**src/rtl/nec_report_if.sv**
```systemverilog
// Signal bundle between the NEC decoder, the report sequencer and the UART transmitter.
// Handshake: a key or repeat event is a level pulse that the sequencer edge-detects.
// On the UART side the sequencer may raise tx_start for one cycle only while tx_busy
// is low. The UART raises tx_busy on the next cycle and holds it until the byte is done.
interface nec_report_if;
  logic [7:0] key_code;
  logic       key_valid;
  logic       key_repeat;
  logic       tx_busy;
  logic [7:0] tx_data;
  logic       tx_start;

  modport master (
    output key_code, key_valid, key_repeat, tx_busy,
    input  tx_data, tx_start
  );

  modport slave (
    input  key_code, key_valid, key_repeat, tx_busy,
    output tx_data, tx_start
  );
endinterface

```
**src/rtl/nec_report.sv**
```systemverilog
// NEC report sequencer. It turns key and repeat events into 5-byte ASCII messages
// such as "K45\r\n" and "RA7\r\n". The events wait in a small FIFO, and one FSM sends
// each message to a shared UART one byte at a time.
module nec_report #(
  parameter int FIFO_DEPTH = 4,
  parameter int REPEAT_DIV = 4
) (
  input  logic                          sys_clk,
  input  logic                          sys_rst_n,
  nec_report_if.slave                   bus,
  output logic                          overflow,
  output logic [$clog2(FIFO_DEPTH):0]   fifo_level,
  output logic                          busy,
  output logic [2:0]                    state_dbg
);
  localparam int AW = $clog2(FIFO_DEPTH);

  typedef enum logic [2:0] {S_IDLE, S_LOAD, S_SEND, S_HOLD, S_WAIT} state_t;

  logic kv_s1, kv_s2, kv_d, kr_s1, kr_s2, kr_d;
  logic key_edge, rep_edge;
  logic [7:0] last_code, rep_cnt;
  logic has_key;
  logic push_req, push_ok, pop, full;
  logic [8:0] push_entry;
  logic [8:0] mem [FIFO_DEPTH];
  logic [AW-1:0] wr_ptr, rd_ptr;
  logic [AW:0] count;
  state_t state_q, state_d;
  logic send_fire;
  logic msg_rep;
  logic [7:0] msg_code, cur_byte;
  logic [2:0] idx;

  function automatic logic [7:0] hex_char(input logic [3:0] n);
    return (n < 4'd10) ? (8'h30 + {4'h0, n}) : (8'h37 + {4'h0, n});
  endfunction

  // Two-flop synchronizers plus a delay flop for edge detection on the slow inputs
  always_ff @(posedge sys_clk or negedge sys_rst_n) begin
    if (!sys_rst_n) begin
      {kv_s1, kv_s2, kv_d} <= 3'b000;
      {kr_s1, kr_s2, kr_d} <= 3'b000;
    end else begin
      {kv_s1, kv_s2, kv_d} <= {bus.key_valid, kv_s1, kv_s2};
      {kr_s1, kr_s2, kr_d} <= {bus.key_repeat, kr_s1, kr_s2};
    end
  end

  // A key edge wins over a repeat edge that arrives in the same cycle
  assign key_edge = kv_s2 & ~kv_d;
  assign rep_edge = kr_s2 & ~kr_d & ~key_edge;

  // Choose the entry to push. key_code is stable while key_valid is high, so it can be used raw.
  always_comb begin
    push_req   = 1'b0;
    push_entry = {1'b0, bus.key_code};
    if (key_edge) begin
      push_req = 1'b1;
    end else if (rep_edge && has_key && (rep_cnt == 8'(REPEAT_DIV - 1))) begin
      push_req   = 1'b1;
      push_entry = {1'b1, last_code};
    end
  end

  // Track the last key and divide the repeat events. This state updates even when the FIFO drops the entry.
  always_ff @(posedge sys_clk or negedge sys_rst_n) begin
    if (!sys_rst_n) begin
      last_code <= 8'h00;
      has_key   <= 1'b0;
      rep_cnt   <= 8'h00;
    end else if (key_edge) begin
      last_code <= bus.key_code;
      has_key   <= 1'b1;
      rep_cnt   <= 8'h00;
    end else if (rep_edge && has_key) begin
      if (rep_cnt == 8'(REPEAT_DIV - 1)) rep_cnt <= 8'h00;
      else                               rep_cnt <= rep_cnt + 8'h01;
    end
  end

  // A push into a full FIFO still fits if a pop happens in the same cycle
  assign full    = (count == (AW + 1)'(FIFO_DEPTH));
  assign push_ok = push_req & (~full | pop);

  // FIFO storage. It has no reset because the pointers decide which entries are valid.
  always_ff @(posedge sys_clk) begin
    if (push_ok) mem[wr_ptr] <= push_entry;
  end

  // FIFO pointers, occupancy and the overflow pulse
  always_ff @(posedge sys_clk or negedge sys_rst_n) begin
    if (!sys_rst_n) begin
      wr_ptr   <= '0;
      rd_ptr   <= '0;
      count    <= '0;
      overflow <= 1'b0;
    end else begin
      overflow <= push_req & full & ~pop;
      if (push_ok) wr_ptr <= wr_ptr + 1'b1;
      if (pop)     rd_ptr <= rd_ptr + 1'b1;
      case ({push_ok, pop})
        2'b10:   count <= count + 1'b1;
        2'b01:   count <= count - 1'b1;
        default: count <= count;
      endcase
    end
  end

  assign fifo_level = count;

  // Message sequencer state register
  always_ff @(posedge sys_clk or negedge sys_rst_n) begin
    if (!sys_rst_n) state_q <= S_IDLE;
    else            state_q <= state_d;
  end

  // Next state, FIFO pop and byte launch
  always_comb begin
    state_d   = state_q;
    pop       = 1'b0;
    send_fire = 1'b0;
    case (state_q)
      S_IDLE: if (count != '0) state_d = S_LOAD;
      S_LOAD: begin
        pop     = 1'b1;
        state_d = S_SEND;
      end
      S_SEND: if (!bus.tx_busy) begin
        send_fire = 1'b1;
        state_d   = S_HOLD;
      end
      S_HOLD: state_d = S_WAIT;  // the UART has not raised tx_busy yet
      S_WAIT: if (!bus.tx_busy) state_d = (idx == 3'd4) ? S_IDLE : S_SEND;
      default: state_d = S_IDLE;
    endcase
  end

  // Select the byte of the current message that idx points to
  always_comb begin
    cur_byte = 8'h0A;
    case (idx)
      3'd0:    cur_byte = msg_rep ? 8'h52 : 8'h4B;
      3'd1:    cur_byte = hex_char(msg_code[7:4]);
      3'd2:    cur_byte = hex_char(msg_code[3:0]);
      3'd3:    cur_byte = 8'h0D;
      default: cur_byte = 8'h0A;
    endcase
  end

  // Message register, byte index and the registered UART outputs
  always_ff @(posedge sys_clk or negedge sys_rst_n) begin
    if (!sys_rst_n) begin
      msg_rep  <= 1'b0;
      msg_code <= 8'h00;
      idx      <= 3'd0;
      bus.tx_data  <= 8'h00;
      bus.tx_start <= 1'b0;
    end else begin
      bus.tx_start <= send_fire;
      if (send_fire) bus.tx_data <= cur_byte;
      if (pop) begin
        {msg_rep, msg_code} <= mem[rd_ptr];
        idx <= 3'd0;
      end else if (state_q == S_WAIT && !bus.tx_busy && idx != 3'd4) begin
        idx <= idx + 3'd1;
      end
    end
  end

  assign busy      = (state_q != S_IDLE);
  assign state_dbg = state_q;
endmodule

```
**src/flat_wrapper.sv**
```systemverilog
// flat-port wrapper written by rule: the top's interface ports become plain ports
module nec_report_flat 
#(
  parameter int FIFO_DEPTH = 4,
  parameter int REPEAT_DIV = 4
)
  (sys_clk, sys_rst_n, overflow, fifo_level, busy, state_dbg, bus_key_code, bus_key_valid, bus_key_repeat, bus_tx_busy, bus_tx_data, bus_tx_start);
  nec_report_if bus_i ();
  input  logic sys_clk;
  input  logic sys_rst_n;
  output logic overflow;
  output logic [$clog2(FIFO_DEPTH):0] fifo_level;
  output logic busy;
  output logic [2:0] state_dbg;
  input wire logic [$bits(bus_i.key_code)-1:0] bus_key_code;
  input wire logic [$bits(bus_i.key_valid)-1:0] bus_key_valid;
  input wire logic [$bits(bus_i.key_repeat)-1:0] bus_key_repeat;
  input wire logic [$bits(bus_i.tx_busy)-1:0] bus_tx_busy;
  output wire logic [$bits(bus_i.tx_data)-1:0] bus_tx_data;
  output wire logic [$bits(bus_i.tx_start)-1:0] bus_tx_start;
  assign bus_i.key_code = bus_key_code;
  assign bus_i.key_valid = bus_key_valid;
  assign bus_i.key_repeat = bus_key_repeat;
  assign bus_i.tx_busy = bus_tx_busy;
  assign bus_tx_data = bus_i.tx_data;
  assign bus_tx_start = bus_i.tx_start;
  nec_report #(.FIFO_DEPTH(FIFO_DEPTH), .REPEAT_DIV(REPEAT_DIV)) u_core (.sys_clk(sys_clk), .sys_rst_n(sys_rst_n), .bus(bus_i), .overflow(overflow), .fifo_level(fifo_level), .busy(busy), .state_dbg(state_dbg));
endmodule
```
**config.mk**
```make
export PLATFORM = sky130hd
export DESIGN_NAME = nec_report_flat
export DESIGN_NICKNAME = d
export VERILOG_FILES = /design/src/rtl/nec_report_if.sv /design/src/rtl/nec_report.sv /design/src/flat_wrapper.sv
export SDC_FILE = /design/constraint.sdc
export NUM_CORES = 1
export LEC_CHECK = 0
export ABC_AREA = 1
export CAP_MARGIN = 20
export CELL_PAD_IN_SITES_DETAIL_PLACEMENT = 2
export CELL_PAD_IN_SITES_GLOBAL_PLACEMENT = 2
export CORE_ASPECT_RATIO = 0.5
export CORE_MARGIN = 1
export CORE_UTILIZATION = 40
export DETAILED_ROUTE_END_ITERATION = 16
export GPL_ROUTABILITY_DRIVEN = 1
export PLACE_DENSITY = 0.88
export SYNTH_ARGS = -nofsm -noshare
export SYNTH_HDL_FRONTEND = slang
export SYNTH_SLANG_ARGS = --single-unit
```
**constraint.sdc**
```tcl
create_clock -name sys_clk -period 4.7 [get_ports sys_clk]
set_input_delay 1.41 -clock sys_clk [delete_from_list [all_inputs] [get_ports sys_clk]]
set_output_delay 1.41 -clock sys_clk [all_outputs]
set_load 0.01 [all_outputs]
```
Word level (Yosys, flattened, before mapping)
Memory sizes are Yosys's and may differ from the RTL's. A register that Yosys moved wholly into a read port is not among the register bits.
Index checks and enable logic that the tools add are counted.
{"block": "word_totals", "register_bits": 46, "latchBits": 0, "ramBits": 36, "mem_bits_ro": 0, "input_bits": 13, "out_inout_bits": 17, "word_cells": 96, "memories": 1}
{"memory": "u_core.mem", "words": 4, "word_bits": 9, "rd": 1, "rd_clocked_by_memory_dff": 1, "write_ports": 1, "line_no": "nec_report.sv:26", "source": "logic [8:0] mem [FIFO_DEPTH];"}
{"block": "classes", "n_addsub": 10, "mul": 0, "n_div": 0, "n_lt_le_gt_ge": 2, "eq_ne": 16, "shift": 0, "n_mux": 24, "bitwise_logic": 12, "reduce_logical": 14}
{"op": "$mux 8", "count": 5}
{"op": "$pmux 8 s4", "count": 1}
{"op": "$add 6x4->7 const A", "count": 4}
{"op": "$mux 9", "count": 2}
{"op": "$mux 3", "count": 5}
{"op": "$pmux 3 s5", "count": 1}
{"op": "$eq 3x2->1 const B", "count": 4}
{"op": "$eq 3x3->1 const B", "count": 3}
{"op": "$add 8x1->8 const B", "count": 1}
{"op": "$eq 8x2->1 const B", "count": 1}
{"op": "$lt 4x4->1 const B", "count": 2}
{"op": "$mux 1", "count": 7}
{"op": "$add 3x1->3 const B", "count": 2}
{"op": "$and 1x1->1", "count": 6}
{"op": "$eq 3x1->1 const B", "count": 2}
{"op": "$logic_not 3->1", "count": 2}
{"op": "$pmux 3 s2", "count": 1}
{"op": "$reduce_bool 2->1", "count": 3}
{"op": "$reduce_bool 3->1", "count": 2}
{"op": "$mux 5", "count": 1}
{"op": "$not 1->1", "count": 5}
{"op": "$add 2x1->2 const B", "count": 2}
{"op": "$logic_and 1x1->1", "count": 4}
{"op": "$ne 2x2->1 const B", "count": 2}
{"op": "9 further kinds", "count": 10}

Longest topological paths before layout
{"block": "depth", "ltp_word": 11, "ltp_mapped": 12, "depth_no_buf": 12}

Least setup slack after synthesis
No wires, ideal clock.
{"block": "synth_timing", "path_kind": "input port to flip-flop", "startpoint": "in bus_tx_busy", "endpoint": "reg u_core.bus.tx_data[3]", "setup_time_ns": 0.124, "arrival_ns": 2.115, "required_ns": 4.576, "path_slack_ns": 2.460, "path_stages": 6, "path_buffers": 0, "cell_sequence": "inv_1 nand3_2 inv_1 o21ai_0 nor3_1 a21oi_1"}
{"block": "synth_between", "elab_chain_len": 2}
{"element": "start: declaration", "line_no": "flat_wrapper.sv:18", "source": "input wire logic [$bits(bus_i.tx_busy)-1:0] bus_tx_busy;"}
{"element": "$mux 1", "line_no": "nec_report.sv:129", "source": "S_SEND: if (!bus.tx_busy) begin"}
{"element": "$mux 1", "line_no": "nec_report.sv:123", "source": "case (state_q)"}
{"element": "net u_core.send_fire", "line_no": "nec_report.sv:30", "source": "logic send_fire;"}
{"element": "end signal: assignment", "line_no": "nec_report.sv:161", "source": "if (send_fire) bus.tx_data <= cur_byte;"}
{"element": "end: declaration", "line_no": "nec_report_if.sv:20", "source": "output tx_data, tx_start"}
The timed path passes the listed nets, and every way through them passes these cells.
A chain may end at the register's enable or synchronous reset.

Worst setup path after layout
{"block": "layout_timing", "startpoint": "reg u_core.state_q[0], in the netlist u_core.state_dbg[0]", "endpoint": "out busy"}
{"block": "layout_between", "elab_chain_len": 1}
{"element": "start: declaration", "line_no": "nec_report.sv:29", "source": "state_t state_q, state_d;"}
{"element": "start signal: assignment", "line_no": "nec_report.sv:115", "source": "else state_q <= state_d;"}
{"element": "$reduce_bool 3->1", "line_no": "nec_report.sv:171", "source": "assign busy = (state_q != S_IDLE);"}
{"element": "end: declaration", "line_no": "flat_wrapper.sv:13", "source": "output logic busy;"}
No other way between the ends.

==> flow_metrics.py <==
metrics = {
    "place": {
        "dpl.hpwl_um": 8510,
        "gp_congestion": 0.848,
        "io_buffers": 28,
    },
    "critical_path": {
        "cp_data_arrival_time_ns": 1.68,
        "r2r_end": "u_core.mem[1][7]",
        "critPathRequiredTime_ns": 3.29,
        "r2r_cells": 7,
        "reg2reg_slack_ns": 2.13,
        "cp_max_fo": 5,
        "worstSetupPathType": "flip-flop to output pin",
        "end_kind": "output pin",
        "cp-start-kind": "flip-flop",
        "timing.rr.start": "u_core.rep_cnt[0]",
    },
    "clocking": {
        "hold_buffers": 0,
        "cts_buffer_depth": 2,
        "htree_num_levels": 3,
        "post-cts-setup-buffers": 0,
        "clock-sinks": 90,
        "path_clk_slew_ns": 0.06,
        "cts_tree": "done",
        "clkLatencyLatePin_ns": 0.35,
        "numCtsBuffers": 9,
        "cts-resized-gates": 0,
        "root_buffer": "clkbuf_16",
    },
    "sta": {
        "fin_tns_setup_ns": 0,
        "tightest_slew_ns": 1.03,
        "finalHoldViolCount": 0,
        "final.setup_skew_ns": 0.00936,
        "setup_viol": 0,
        "fin_crit_sh_pct": 65.8,
        "rsz0062_at_grt": "false",
        "relSlewSlack_pct": 31.0,
        "slew_viol_final": 0,
        "holdWs_ns": 0.349,
        "fmax_mhz": 323,
        "layout_min_cycle_time_ns": 3.09,
    },
    "detailed_routing": {
        "avgViaCountPerCell": 5.36,
        "drt-total-wl_um": 13000,
        "dr.pass1.iters": 5,
        "first_iter_violations": 177,
        "wl_per_cell_um": 21.8,
        "drc": 0,
        "ant_nets": 0,
        "via_count": 3197,
    },
    "hold_path": {
        "min-delay-start": "u_core.kv_s1",
        "whs_path_depth": 0,
        "whs_endpoint": "u_core.kv_s2",
        "hp-class": "flip-flop to flip-flop",
    },
    "floorplanning": {
        "rows": 25,
        "initial_utilization_pct": 42.6,
        "die_area_um2": 10800,
        "pin_count": 30,
        "core-area_um2": 9760,
        "die_x_um": 146,
        "die_h_um": 74.1,
    },
    "power": {
        "p_sw_w": 0.00114,
        "finalPower_w": 0.00286,
        "leakagePower_nw": 2.09,
        "power_density_nw_per_um2": 593,
        "clkPwrFrac_pct": 23.8,
        "seqPwrFrac_pct": 41.1,
        "combPwrFrac_pct": 35.2,
        "p_int_w": 0.00172,
        "switching_share_pct": 39.8,
        "ir_worst_vdd_uv": 222,
    },
    "logic_synthesis": {
        "synthCells": 426,
        "netlist-cell-type-count": 35,
        "synthesis.nets": 452,
        "avgSynthCellArea_um2": 9.75,
        "syn_area_um2": 4150,
        "yosysSeqAreaShare_pct": 58.6,
        "ys_warn_count": 0,
        "ys_ff_latch": 90,
    },
    "global_route": {
        "gr-total-overflow": 0,
        "grt_pass1_vias": 3591,
        "grt.total_usage_pct": 26.4,
        "grt_pass1_wl_um": 20700,
        "grt_max_degree": 29,
        "antenna_found_initial": 0,
    },
    "layout": {
        "final_nets": 482,
        "drive_gt1_share_pct": 7.16,
        "area_growth_pct": 16.0,
        "diodes": 0,
        "fillers": 1021,
    },
    "job": {
        "cap_violations": 0,
    },
    "status": {
        "status": "completed",
    },
}
## power groups by stage
| stage | Combinational [W] | Clock [W] | Sequential [W] |
|---|---|---|---|
| floorplan | 0.000609 | 0 | 0.00112 |
| global placement | 0.000862 | 0 | 0.00115 |
| detailed placement | 0.000958 | 0 | 0.00118 |
| CTS | 0.00101 | 0.000691 | 0.00117 |
| global route | 0.00112 | 0.000708 | 0.00120 |
| finish | 0.00101 | 0.000679 | 0.00117 |
## cells by family after synthesis
family,Yosys count,share of synthesized area [%]
buffers and inverters,68,6.69
adder cells (fa/ha/maj),13,4.10
AND/OR/NAND/NOR,159,17.0
other,1,0.0903
flip-flops,90,58.6
AO/OA/AOI/OAI,87,11.9
XOR/XNOR,8,1.69
## critical path: stages, from the launching register on
cell and delay (ns):
dfrtp_1 0.44, nor2_2 0.25, nand2_1 0.12, clkdlybuf4s50_1 0.52
## worst max-delay path by stage
stage / from / endpoint / slack (ns) / depth (start not counted)
after floorplan: bus_tx_busy / u_core.bus.tx_data[3] / 2.46 / 6
after global placement: bus_tx_busy / u_core.bus.tx_data[3] / 1.88 / 7
after detailed placement: bus_tx_busy / u_core.bus.tx_data[3] / 1.78 / 7
after CTS: u_core.state_dbg[0] / busy / 1.60 / 3
after global routing: u_core.state_dbg[0] / busy / 1.56 / 3
final: u_core.state_dbg[0] / busy / 1.61 / 3
## cells in the final DEF (no fill, tap or decap), drive strengths merged, types with 6 or more instances in the layout
master	n
nand2	83
xor2	7
o22ai	7
nand3	17
a21oi	14
ha	12
inv	56
o32ai	10
nor2	47
clkdlybuf4s50	27
edfxtp	36
dfrtp	54
o21ai	53
nor3	6
clkbuf	13
## sequential cells by signal, indices dropped and copies added, names as in the netlist, 2 cells and up
register	cells
u_core.msg_code	8
u_core.rd_ptr	2
u_core.wr_ptr	2
u_core.mem	36
u_core.idx	3
u_core.last_code	8
u_core.fifo_level	3
u_core.rep_cnt	8
u_core.state_dbg	3
u_core.bus.tx_data	7
## synthesized netlist by cell type, drive strengths merged
cell	n	area, um^2
nand3	17	113
xor2	7	61.3
conb	1	3.75
ha	12	150
edfxtp	36	1080
xnor2	1	8.76
a21oi	14	70.1
nor3	6	41.3
and2	1	6.26
a2bb2oi	1	8.76
nand4	4	25.0
nor2	47	194
inv	56	210
fa	1	20.0
o32ai	10	87.6
or2	1	6.26
clkbuf	6	23.8
o22ai	7	43.8
nand2	83	322
buf	6	43.8
a31oi	1	6.26
o211ai	1	7.51
o21ai	53	269
dfrtp	54	1350
## per-stage QoR
| stage | cell area, um^2 | utilization, % | std cells | setup WS [ns] |
|---|---|---|---|---|
| global route | 4820 | 49.4 | 596 | 1.56 |
| floorplan | 4150 | - | 426 | 2.46 |
| global placement | 4550 | 46.6 | 579 | 1.88 |
| detailed placement | 4550 | 46.6 | 579 | 1.78 |
| finish | 4820 | 49.4 | 596 | 1.61 |
| CTS | 4810 | 49.3 | 595 | 1.60 |
## layer usage
metal | share of wire [%] | track usage (%) | vias up
met5 | 0 | 0 | -
met4 | 2.8 | 12.5 | 0
met3 | 5.1 | 6.13 | 27
met2 | 50 | 47.4 | 86
met1 | 42 | 31.1 | 1613
li1 | - | - | 1471
## layout make-up
class                      instances  area [um^2]  share of cell area, %
tap                              135          169                   3.51
sequential                        90         2430                   50.5
clock buffer                      13          250                   5.19
timing repair buffer              31          298                   6.18
multi-input combinational        268         1440                   30.0
clock inverter                     3         15.0                  0.312
inverter                          56          210                   4.36
(Power assumes the default switching activity.)
